File: config.mk
export PLATFORM = sky130hd
export DESIGN_NAME = hazard_controller_flat
export DESIGN_NICKNAME = d
export VERILOG_FILES = /design/src/rtl/hazard_pkg.sv /design/src/rtl/hazard_if.sv /design/src/rtl/sat_counter.sv /design/src/rtl/hazard_controller.sv /design/src/flat_wrapper.sv
export SDC_FILE = /design/constraint.sdc
export NUM_CORES = 1
export LEC_CHECK = 0
export ABC_AREA = 1
export BUFFER_PORTS_ARGS = -buffer_cell sky130_fd_sc_hd__buf_2
export CORE_MARGIN = 5
export CORE_UTILIZATION = 50
export CTS_CLUSTER_SIZE = 8
export DETAILED_ROUTE_END_ITERATION = 8
export PLACE_DENSITY_LB_ADDON = 0.12
export SLEW_MARGIN = 30
export SYNTH_ARGS = -nofsm -noshare
export SYNTH_HDL_FRONTEND = slang
export SYNTH_HIERARCHICAL = 1
export SYNTH_SLANG_ARGS = --single-unit
File: constraint.sdc
create_clock -name clk -period 1.8 [get_ports clk]
set_clock_uncertainty 0.05 [all_clocks]
set_input_delay 0.09 -clock clk [delete_from_list [all_inputs] [get_ports clk]]
set_output_delay 0.09 -clock clk [all_outputs]
set_load 0.02 [all_outputs]
File: src/rtl/hazard_pkg.sv
// Shared types for the pipeline hazard controller: FSM states, the
// hardwired zero register and the per-stage control flag layout.
package hazard_pkg;

  typedef enum logic [1:0] {
    RUN      = 2'd0,
    MEM_WAIT = 2'd1,
    ERROR    = 2'd2
  } state_t;

  localparam logic [4:0] ZERO_REG = 5'd31;

  // Control flags carried down the pipeline registers; a bubble is this struct cleared to all zeros.
  typedef struct packed {
    logic branch;
    logic mem_write;
    logic mem_read;
    logic reg_write;
  } stage_flags_t;

  // Writes to X31 are discarded, so a load targeting it never feeds a consumer.
  function automatic logic can_hazard(input logic [4:0] rd);
    return rd != ZERO_REG;
  endfunction

endpackage

File: src/rtl/hazard_if.sv
// Signal bundle between the pipeline datapath (master) and the hazard controller (slave).
interface hazard_if #(
  parameter int CNT_W = 16
);
  logic [4:0]       rf_rn;
  logic [4:0]       rf_rm;
  logic             rf_uses_rn;
  logic             rf_uses_rm;
  logic             ex_mem_read;
  logic [4:0]       ex_rd;
  logic             br_taken;
  // dm_req/dm_ready: an access completes in the cycle both are high; while
  // dm_req (or an access already in progress) sees dm_ready low the pipeline freezes.
  logic             dm_req;
  logic             dm_ready;

  logic             pc_write_en;
  logic             ifrf_write_en;
  logic             if_flush;
  logic             rfex_write_en;
  logic             rfex_bubble;
  logic             exdm_write_en;
  logic             dmwb_bubble;
  logic             br_allow;
  logic [CNT_W-1:0] stall_cycles;
  logic [CNT_W-1:0] mem_wait_cycles;
  logic [CNT_W-1:0] flush_count;
  logic             error;

  modport master (
    output rf_rn, rf_rm, rf_uses_rn, rf_uses_rm, ex_mem_read, ex_rd,
           br_taken, dm_req, dm_ready,
    input  pc_write_en, ifrf_write_en, if_flush, rfex_write_en, rfex_bubble,
           exdm_write_en, dmwb_bubble, br_allow, stall_cycles, mem_wait_cycles,
           flush_count, error
  );

  modport slave (
    input  rf_rn, rf_rm, rf_uses_rn, rf_uses_rm, ex_mem_read, ex_rd,
           br_taken, dm_req, dm_ready,
    output pc_write_en, ifrf_write_en, if_flush, rfex_write_en, rfex_bubble,
           exdm_write_en, dmwb_bubble, br_allow, stall_cycles, mem_wait_cycles,
           flush_count, error
  );
endinterface

File: src/rtl/sat_counter.sv
// Event counter that sticks at all-ones instead of wrapping.
module sat_counter #(
  parameter int W = 16
) (
  input  logic         clk,
  input  logic         reset,
  input  logic         inc,
  output logic [W-1:0] count
);

  always_ff @(posedge clk or posedge reset) begin
    if (reset) begin
      count <= '0;
    end else if (inc && (count != '1)) begin
      count <= count + 1'b1;
    end
  end

endmodule

File: src/rtl/hazard_controller.sv
// Stall/flush/freeze sequencing for the 5-stage pipeline: load-use stalls,
// taken-branch squash, and data-memory wait freeze with a fatal timeout.
module hazard_controller
  import hazard_pkg::*;
#(
  parameter int MEM_TIMEOUT = 16,
  parameter int CNT_W       = 16
) (
  input  logic    clk,
  input  logic    reset,
  hazard_if.slave bus,
  output state_t  fsm_state
);

  localparam int WAIT_W = $clog2(MEM_TIMEOUT + 1);

  state_t            state;
  state_t            state_next;
  logic [WAIT_W-1:0] wait_cnt;
  logic [WAIT_W-1:0] wait_next;
  logic              load_use;
  logic              mem_stall;
  logic              frozen;
  logic              active;
  logic              stall_inc;
  logic              wait_inc;
  logic              flush_inc;

  assign load_use  = bus.ex_mem_read && can_hazard(bus.ex_rd) &&
                     ((bus.rf_uses_rn && (bus.ex_rd == bus.rf_rn)) ||
                      (bus.rf_uses_rm && (bus.ex_rd == bus.rf_rm)));
  assign mem_stall = bus.dm_req && !bus.dm_ready;
  // Once waiting, only dm_ready releases the freeze, whatever dm_req does.
  assign frozen    = ((state == RUN) && mem_stall) ||
                     ((state == MEM_WAIT) && !bus.dm_ready);
  assign active    = !reset && (state != ERROR);
  assign stall_inc = active && !frozen && load_use;
  assign wait_inc  = active && frozen;
  assign flush_inc = active && !frozen && !load_use && bus.br_taken;
  assign fsm_state = state;

  always_ff @(posedge clk or posedge reset) begin
    if (reset) begin
      state    <= RUN;
      wait_cnt <= '0;
    end else begin
      state    <= state_next;
      wait_cnt <= wait_next;
    end
  end

  always_comb begin
    state_next = state;
    wait_next  = wait_cnt;
    case (state)
      RUN: begin
        if (mem_stall) begin
          state_next = MEM_WAIT;
          wait_next  = WAIT_W'(1);
        end
      end
      MEM_WAIT: begin
        if (bus.dm_ready) begin
          state_next = RUN;
          wait_next  = '0;
        end else if (wait_cnt >= WAIT_W'(MEM_TIMEOUT - 1)) begin
          state_next = ERROR;
        end else begin
          wait_next = wait_cnt + 1'b1;
        end
      end
      ERROR:   state_next = ERROR;
      default: state_next = RUN;
    endcase
  end

  always_comb begin
    bus.pc_write_en   = 1'b1;
    bus.ifrf_write_en = 1'b1;
    bus.rfex_write_en = 1'b1;
    bus.exdm_write_en = 1'b1;
    bus.if_flush      = 1'b0;
    bus.rfex_bubble   = 1'b0;
    bus.dmwb_bubble   = 1'b0;
    bus.br_allow      = 1'b1;
    bus.error         = 1'b0;
    if (reset || (state == ERROR)) begin
      bus.pc_write_en   = 1'b0;
      bus.ifrf_write_en = 1'b0;
      bus.rfex_write_en = 1'b0;
      bus.exdm_write_en = 1'b0;
      bus.if_flush      = 1'b1;
      bus.rfex_bubble   = 1'b1;
      bus.dmwb_bubble   = 1'b1;
      bus.br_allow      = 1'b0;
      bus.error         = !reset;
    end else if (frozen) begin
      bus.pc_write_en   = 1'b0;
      bus.ifrf_write_en = 1'b0;
      bus.rfex_write_en = 1'b0;
      bus.exdm_write_en = 1'b0;
      bus.dmwb_bubble   = 1'b1;
      bus.br_allow      = 1'b0;
    end else if (load_use) begin
      // Branch operands are stale behind the load, so the branch waits a cycle too.
      bus.pc_write_en   = 1'b0;
      bus.ifrf_write_en = 1'b0;
      bus.rfex_bubble   = 1'b1;
      bus.br_allow      = 1'b0;
    end else if (bus.br_taken) begin
      bus.if_flush = 1'b1;
    end
  end

  sat_counter #(.W(CNT_W)) u_stall_cnt (
    .clk(clk), .reset(reset), .inc(stall_inc), .count(bus.stall_cycles)
  );

  sat_counter #(.W(CNT_W)) u_wait_cnt (
    .clk(clk), .reset(reset), .inc(wait_inc), .count(bus.mem_wait_cycles)
  );

  sat_counter #(.W(CNT_W)) u_flush_cnt (
    .clk(clk), .reset(reset), .inc(flush_inc), .count(bus.flush_count)
  );

endmodule

File: src/flat_wrapper.sv
// flat-port wrapper written by rule: the top's interface ports become plain ports
module hazard_controller_flat import hazard_pkg::*;
#(
  parameter int MEM_TIMEOUT = 16,
  parameter int CNT_W       = 16
)
  (clk, reset, fsm_state, bus_rf_rn, bus_rf_rm, bus_rf_uses_rn, bus_rf_uses_rm, bus_ex_mem_read, bus_ex_rd, bus_br_taken, bus_dm_req, bus_dm_ready, bus_pc_write_en, bus_ifrf_write_en, bus_if_flush, bus_rfex_write_en, bus_rfex_bubble, bus_exdm_write_en, bus_dmwb_bubble, bus_br_allow, bus_stall_cycles, bus_mem_wait_cycles, bus_flush_count, bus_error);
  hazard_if #(.CNT_W(CNT_W)) bus_i ();
  input  logic clk;
  input  logic reset;
  output state_t fsm_state;
  input wire logic [$bits(bus_i.rf_rn)-1:0] bus_rf_rn;
  input wire logic [$bits(bus_i.rf_rm)-1:0] bus_rf_rm;
  input wire logic [$bits(bus_i.rf_uses_rn)-1:0] bus_rf_uses_rn;
  input wire logic [$bits(bus_i.rf_uses_rm)-1:0] bus_rf_uses_rm;
  input wire logic [$bits(bus_i.ex_mem_read)-1:0] bus_ex_mem_read;
  input wire logic [$bits(bus_i.ex_rd)-1:0] bus_ex_rd;
  input wire logic [$bits(bus_i.br_taken)-1:0] bus_br_taken;
  input wire logic [$bits(bus_i.dm_req)-1:0] bus_dm_req;
  input wire logic [$bits(bus_i.dm_ready)-1:0] bus_dm_ready;
  output wire logic [$bits(bus_i.pc_write_en)-1:0] bus_pc_write_en;
  output wire logic [$bits(bus_i.ifrf_write_en)-1:0] bus_ifrf_write_en;
  output wire logic [$bits(bus_i.if_flush)-1:0] bus_if_flush;
  output wire logic [$bits(bus_i.rfex_write_en)-1:0] bus_rfex_write_en;
  output wire logic [$bits(bus_i.rfex_bubble)-1:0] bus_rfex_bubble;
  output wire logic [$bits(bus_i.exdm_write_en)-1:0] bus_exdm_write_en;
  output wire logic [$bits(bus_i.dmwb_bubble)-1:0] bus_dmwb_bubble;
  output wire logic [$bits(bus_i.br_allow)-1:0] bus_br_allow;
  output wire logic [$bits(bus_i.stall_cycles)-1:0] bus_stall_cycles;
  output wire logic [$bits(bus_i.mem_wait_cycles)-1:0] bus_mem_wait_cycles;
  output wire logic [$bits(bus_i.flush_count)-1:0] bus_flush_count;
  output wire logic [$bits(bus_i.error)-1:0] bus_error;
  assign bus_i.rf_rn = bus_rf_rn;
  assign bus_i.rf_rm = bus_rf_rm;
  assign bus_i.rf_uses_rn = bus_rf_uses_rn;
  assign bus_i.rf_uses_rm = bus_rf_uses_rm;
  assign bus_i.ex_mem_read = bus_ex_mem_read;
  assign bus_i.ex_rd = bus_ex_rd;
  assign bus_i.br_taken = bus_br_taken;
  assign bus_i.dm_req = bus_dm_req;
  assign bus_i.dm_ready = bus_dm_ready;
  assign bus_pc_write_en = bus_i.pc_write_en;
  assign bus_ifrf_write_en = bus_i.ifrf_write_en;
  assign bus_if_flush = bus_i.if_flush;
  assign bus_rfex_write_en = bus_i.rfex_write_en;
  assign bus_rfex_bubble = bus_i.rfex_bubble;
  assign bus_exdm_write_en = bus_i.exdm_write_en;
  assign bus_dmwb_bubble = bus_i.dmwb_bubble;
  assign bus_br_allow = bus_i.br_allow;
  assign bus_stall_cycles = bus_i.stall_cycles;
  assign bus_mem_wait_cycles = bus_i.mem_wait_cycles;
  assign bus_flush_count = bus_i.flush_count;
  assign bus_error = bus_i.error;
  hazard_controller #(.MEM_TIMEOUT(MEM_TIMEOUT), .CNT_W(CNT_W)) u_core (.clk(clk), .reset(reset), .bus(bus_i), .fsm_state(fsm_state));
endmodule
After elaboration in Yosys (flattened, before gate mapping):

Cells that the tools add are included.

* register bits: 55
* input bits: 23
* output and inout bits: 59
* word-level logic and storage cells: 72

* $add $sub $neg: 4
* $lt $le $gt $ge: 1
* eq/ne operators: 12
* multiplexer cells: 23
* reduce and logical (&&, ||, !) cells: 27

Operators by type and width (number)
* $add 16x1->16 const B: 3
* $ne 16x16->1 const B: 3
* $logic_and 1x1->1: 16
* $mux 1: 15
* $mux 5: 3
* $eq 5x5->1: 2
* $pmux 5 s2: 1
* $mux 2: 3
* $ne 3x3->1 const B: 2
* $pmux 2 s3: 1
* $add 5x1->5 const B: 1
* $ge 5x4->1 const B: 1
* $ne 5x5->1 const B: 1
* $logic_not 1->1: 4
* $logic_or 1x1->1: 3
* $reduce_and 3->1: 1
* $eq 2x1->1 const B: 1
* $eq 2x2->1 const B: 1
* $logic_not 2->1: 1
* $ne 2x1->1 const B: 1
* $ne 2x2->1 const B: 1
* $reduce_and 2->1: 1
* $reduce_bool 2->1: 1

Longest topological paths before layout:

* word-level depth: 9
* mapped depth: 17
* mapped depth without buffers: 17

Cells and area by module:

Netlist, hierarchy kept.

By module, submodules not included
* sat_counter: instances 3, cells each 150, area each 1069.8 µm², seq. area each 400.4 µm²
* hazard_controller: instances 1, cells each 128, area each 778.2 µm², seq. area each 175.2 µm²

Worst setup path after synthesis:

OpenSTA, ideal clock, no wires.

* path type: register to register
* from: register u_core.state[0], in the netlist u_core/fsm_state[0]
* to: register u_core.u_stall_cnt.count[13]
* setup time: 113 ps
* arrival: 1805 ps
* required time: 1637 ps
* slack: -168 ps
* cell stages (with the launch flop): 14
* buffers on the path: 0
* clock period less this slack: 1968 ps
* cells stage by stage: dfrtp_1 inv_2 nand2_1 nand2_1 nor2_4 inv_2 nor2_2 inv_1 nor2_1 nand2_1 nor2_1 nand3_1 nand2_1 inv_1

* cells in the longest elaborated chain, start to end: 7
* elaborated cells between the ends (all ways): 11
* classes of those cells: eq/ne (2); reduce/logical (9)

RTL lines
* start, declared: line hazard_controller.sv:17 `state_t state;`
* start signal, assigned: line hazard_controller.sv:47 `state <= state_next;`
* $eq 2x1->1 / $logic_not 2->1 (equally long branches): line hazard_controller.sv:35, hazard_controller.sv:34
* $logic_and 1x1->1, on equally long branches: line hazard_controller.sv:35, hazard_controller.sv:34
* $logic_or 1x1->1: line hazard_controller.sv:34 `assign frozen = ((state == RUN) && mem_stall) ||`
* $logic_not 1->1: line hazard_controller.sv:37 `assign stall_inc = active && !frozen && load_use;`
* $logic_and 1x1->1 (*) (2 in a row): line hazard_controller.sv:37
* via u_core.stall_inc: line hazard_controller.sv:25 `logic stall_inc;`
* $logic_and 1x1->1 (*): line sat_counter.sv:14 `end else if (inc && (count != '1)) begin`
* end signal, assigned: line sat_counter.sv:15 `count <= count + 1'b1;`
* end, declared: line sat_counter.sv:8 `output logic [W-1:0] count`

Mark *: on every way through the listed nets, which the timed path passes. The rest lies on a longest branch.
A chain may end at the register's enable or synchronous reset.

Worst setup path in the final report:

* from: register u_core.wait_cnt[1]
* to: register u_core.wait_cnt[4]

* cells in the longest elaborated chain, start to end: 4
* elaborated cells between the ends (all ways): 7
* classes of those cells: add/sub (1); order compare (1); eq/ne (1); mux (3); reduce/logical (1)

RTL lines
* start, declared: line hazard_controller.sv:19 `logic [WAIT_W-1:0] wait_cnt;`
* start signal, assigned: line hazard_controller.sv:48 `wait_cnt <= wait_next;`
* $add 5x1->5: line hazard_controller.sv:69 `wait_next = wait_cnt + 1'b1;`
* $mux 5: line hazard_controller.sv:66 `end else if (wait_cnt >= WAIT_W'(MEM_TIMEOUT - 1)) begin`
* $mux 5: line hazard_controller.sv:63 `if (bus.dm_ready) begin`
* $pmux 5 s2: line hazard_controller.sv:55 `case (state)`

Parallel ways exist; a longest one is shown, timed or not. The select of a mux whose other input is x is not followed.

==> flow_summary.yaml <==
sta:
  rsz0062_at_grt: "yes"
  tightest_slew_ns: 0.688
  fin_setup_tns_ns: 0
  setup_viol_count_final: 0
  report.final.slew_viol_count: 0
  slew_headroom: 0.541
  max_freq_mhz: 581
  fin_crit_sh: 0.956
  min_period_ns: 1.72
  final-hold-violation-count: 0
cts:
  cts_sinks: 55
  path_clk_slew_ns: 0.10
  htree_levels: 2
  insertion_delay_ns: 0.31
  numCtsBuffers: 5
  tritoncts: "done"
  cts_root_buf: "clkbuf_8"
  cts_buffer_depth: 2
synthesis:
  synthDistinctLibCells: 27
  ys_ff_latch: 55
  synth_top_cells_by_area: "dfrtp_1 (35%), nand2_1 (21%), inv_1 (5.8%)"
  avgSynthCellArea_sq_um: 6.90
  netlist_area_sq_um: 3990
  syn_inst: 578
  yosysSeqAreaShare: 0.345
  yosys.area.top_type: "dfrtp_1"
  synth_warnings: 6
  yosysTopAreaCellShare: 0.345
  syn-num-nets: 606
worst_setup_path:
  cp-endpoint: "u_core/wait_cnt[4]$_DFFE_PP0P_"
  r2r_slack_ns: 0.08
  crit_path_start: "u_core/wait_cnt[1]$_DFFE_PP0P_"
  crit_required_ns: 1.95
  crit_arrival_ns: 1.87
  cp_slowest_cell: "dfrtp_1"
  r2r_cells: 9
  critical_path_class: "reg -> reg"
  cp_slowest_stage_delay_ns: 0.42
  start_kind: "flip-flop"
  r2r_end: "u_core/wait_cnt[4]$_DFFE_PP0P_"
  timing.rr.start: "u_core/wait_cnt[1]$_DFFE_PP0P_"
  cp_common_cell: "nand2_1"
  worstSetupEndpointType: "flip-flop"
  worstPathCellList: "ha_2, nand2_1, nor2_1, ha_1, or2_4, o21ai_4, nand2_4, nand2_1, o21ai_1"
  cp_max_fo: 8
pwr:
  pwr_density_cell_nw_per_um2: 456
  vdd_ir_drop_max_uv: 371
  p_leak_uw: 0.00246
floorplan:
  die_h_um: 99.3
  start_util: 0.513
  pin_count: 82
  die_w_um: 99.3
  core_sq_um: 7770
  dieArea_sq_um: 9860
  rows: 32
route:
  drt_iter0_drc: 99
  routedWlPerCell_um: 11.9
  antenna_left: 0
  drt-total-wl_mm: 9.35
  via_count: 3849
  vias_per_cell: 4.91
  drc: 0
  firstDrtPassIters: 4
flow_run:
  drv_cap: 0
place:
  hpwl_mm: 7.25
  portBuffers: 81
  gp_congestion: 0.847
  numPlacedInstances: 772
global_route:
  overflow: 0
  grt_max_degree: 18
  grt_pass1_wl_mm: 15.9
  grt_usage: 0.191
  grt_pass1_vias: 3649
  antenna_found_initial: 0
cells_and_area:
  drive_gt1_frac: 0.323
  final_cells: 784
  nets: 709
  diodes: 0
  syn_to_final_growth_pct: 21.0
min_path:
  hold_class: "in -> reg"
  hp-start: "bus_dm_req"
outcome:
  status: "complete, no violations"
flip-flops by register name (all words and copies together), names as in the netlist:
signal	flops
u_core/u_flush_cnt/count	16
u_core/wait_cnt	5
u_core/u_stall_cnt/count	16
u_core/fsm_state	2
u_core/u_wait_cnt/count	16
cells by family (layout without fill, tap and decap cells):
kind of cell	Yosys count	in the layout	share of synthesized area
AO/OA/AOI/OAI	38	38	0.0731
XOR/XNOR	12	12	0.0264
adder cells (fa/ha/maj)	5	5	0.0157
buffers and inverters	80	184	0.0872
flip-flops	55	55	0.345
AND/OR/NAND/NOR	388	388	0.452
cells in the mapped netlist:
cell type / n
xnor2_1: 6
nand4_1: 17
buf_8: 3
buf_4: 3
inv_2: 11
ha_1: 5
o21a_2: 1
xor2_1: 6
nor2_4: 17
o21ai_2: 21
nor3b_1: 1
nor2_1: 58
nand2_2: 21
or2_4: 1
o21ai_4: 1
nand2_4: 2
o21ai_1: 13
nand4_2: 1
nor2_2: 11
dfrtp_1: 55
nand3_1: 32
nand2_1: 220
nand3b_1: 6
or2_2: 1
inv_1: 62
a21oi_2: 2
inv_4: 1
worst min path at each step:
stage | cells past startpoint | endpoint | slack (ns)
finish | 3 | u_core/fsm_state[0]$_DFFE_PP0P_ | 0.06
global route | 3 | u_core/fsm_state[0]$_DFFE_PP0P_ | 0.06
CTS | 3 | u_core/fsm_state[0]$_DFFE_PP0P_ | 0.04
detailed placement | 3 | u_core/wait_cnt[0]$_DFFE_PP0P_ | 0.10
global placement | 3 | u_core/wait_cnt[0]$_DFFE_PP0P_ | 0.11
floorplan | 1 | u_core/wait_cnt[0]$_DFFE_PP0P_ | -0.15
area by class of cell:
cell class	instances	area (sq um)
multi-input combinational	443	2330
sequential	55	1380
tap	102	128
fill	746	2940
clock buffer	5	68.8
clock inverter	3	43.8
timing repair buffer	102	591
inverter	74	285
layout by cell type (no fill, tap or decap), types with 2 or more instances in the layout:
cell / Yosys / final
nor2_4: 17 / 21
clkbuf_8: 0 / 5
nand3b_1: 6 / 6
o21ai_2: 21 / 21
buf_12: 0 / 2
a21oi_2: 2 / 2
dfrtp_1: 55 / 53
nand2_4: 2 / 4
inv_4: 1 / 3
buf_4: 3 / 18
ha_2: 0 / 3
inv_2: 11 / 13
xnor2_1: 6 / 6
ha_1: 5 / 2
nand2_1: 220 / 217
o21ai_1: 13 / 13
nand4_1: 17 / 17
xor2_1: 6 / 6
nand3_1: 32 / 32
nand2_2: 21 / 22
nor2_2: 11 / 15
nor2_1: 58 / 50
buf_2: 0 / 81
inv_1: 62 / 58
dfrtp_2: 0 / 2
per-layer routing:
metal | global-route usage | up-vias | part of all wire
li1 | - | 1995 | -
met1 | 0.242 | 1768 | 0.45
met2 | 0.342 | 76 | 0.50
met3 | 0.0224 | 10 | 0.040
met4 | 0.0515 | 0 | 0.011
met5 | 0 | - | 0
power by group:
group	internal, uW	switching (uW)	total, uW
Clock	416	427	843
Sequential	1240	0.818	1240
Combinational	43.4	77.9	121
Total	1690	506	2200
critical path: cells and delay by family, from the launching register on:
kind | cells | cell delay, ns
AOI/OAI and AO/OA | 2 | 0.22
and+or+nand+nor | 5 | 0.57
DFF | 1 | 0.42
adders and majority gates | 2 | 0.35
stage by stage:
stage / utilization / hold slack [ns] / setup slack (ns) / area [sq um] / total power [uW]
floorplan: - / -0.149 / 0.00301 / 4000 / 1320
global placement: 0.595 / 0.106 / 0.00718 / 4620 / 1380
detailed placement: 0.595 / 0.100 / -0.0417 / 4620 / 1380
CTS: 0.611 / 0.0403 / 0.00546 / 4750 / 2230
global route: 0.621 / 0.0617 / -0.0347 / 4820 / 2310
finish: 0.621 / 0.0583 / 0.0784 / 4820 / 2200
timing repair:
action | 4_1_cts | 5_1_grt
endpoints found under the setup margin | 1 | 27
gates resized for setup | 2 | 20
hold buffers | 1 | 0
hold endpoints to repair | 55 | 0
pin swaps | 0 | 13
buffers inserted | 0 | 3
No activity file was read; power rests on OpenSTA's default activity.
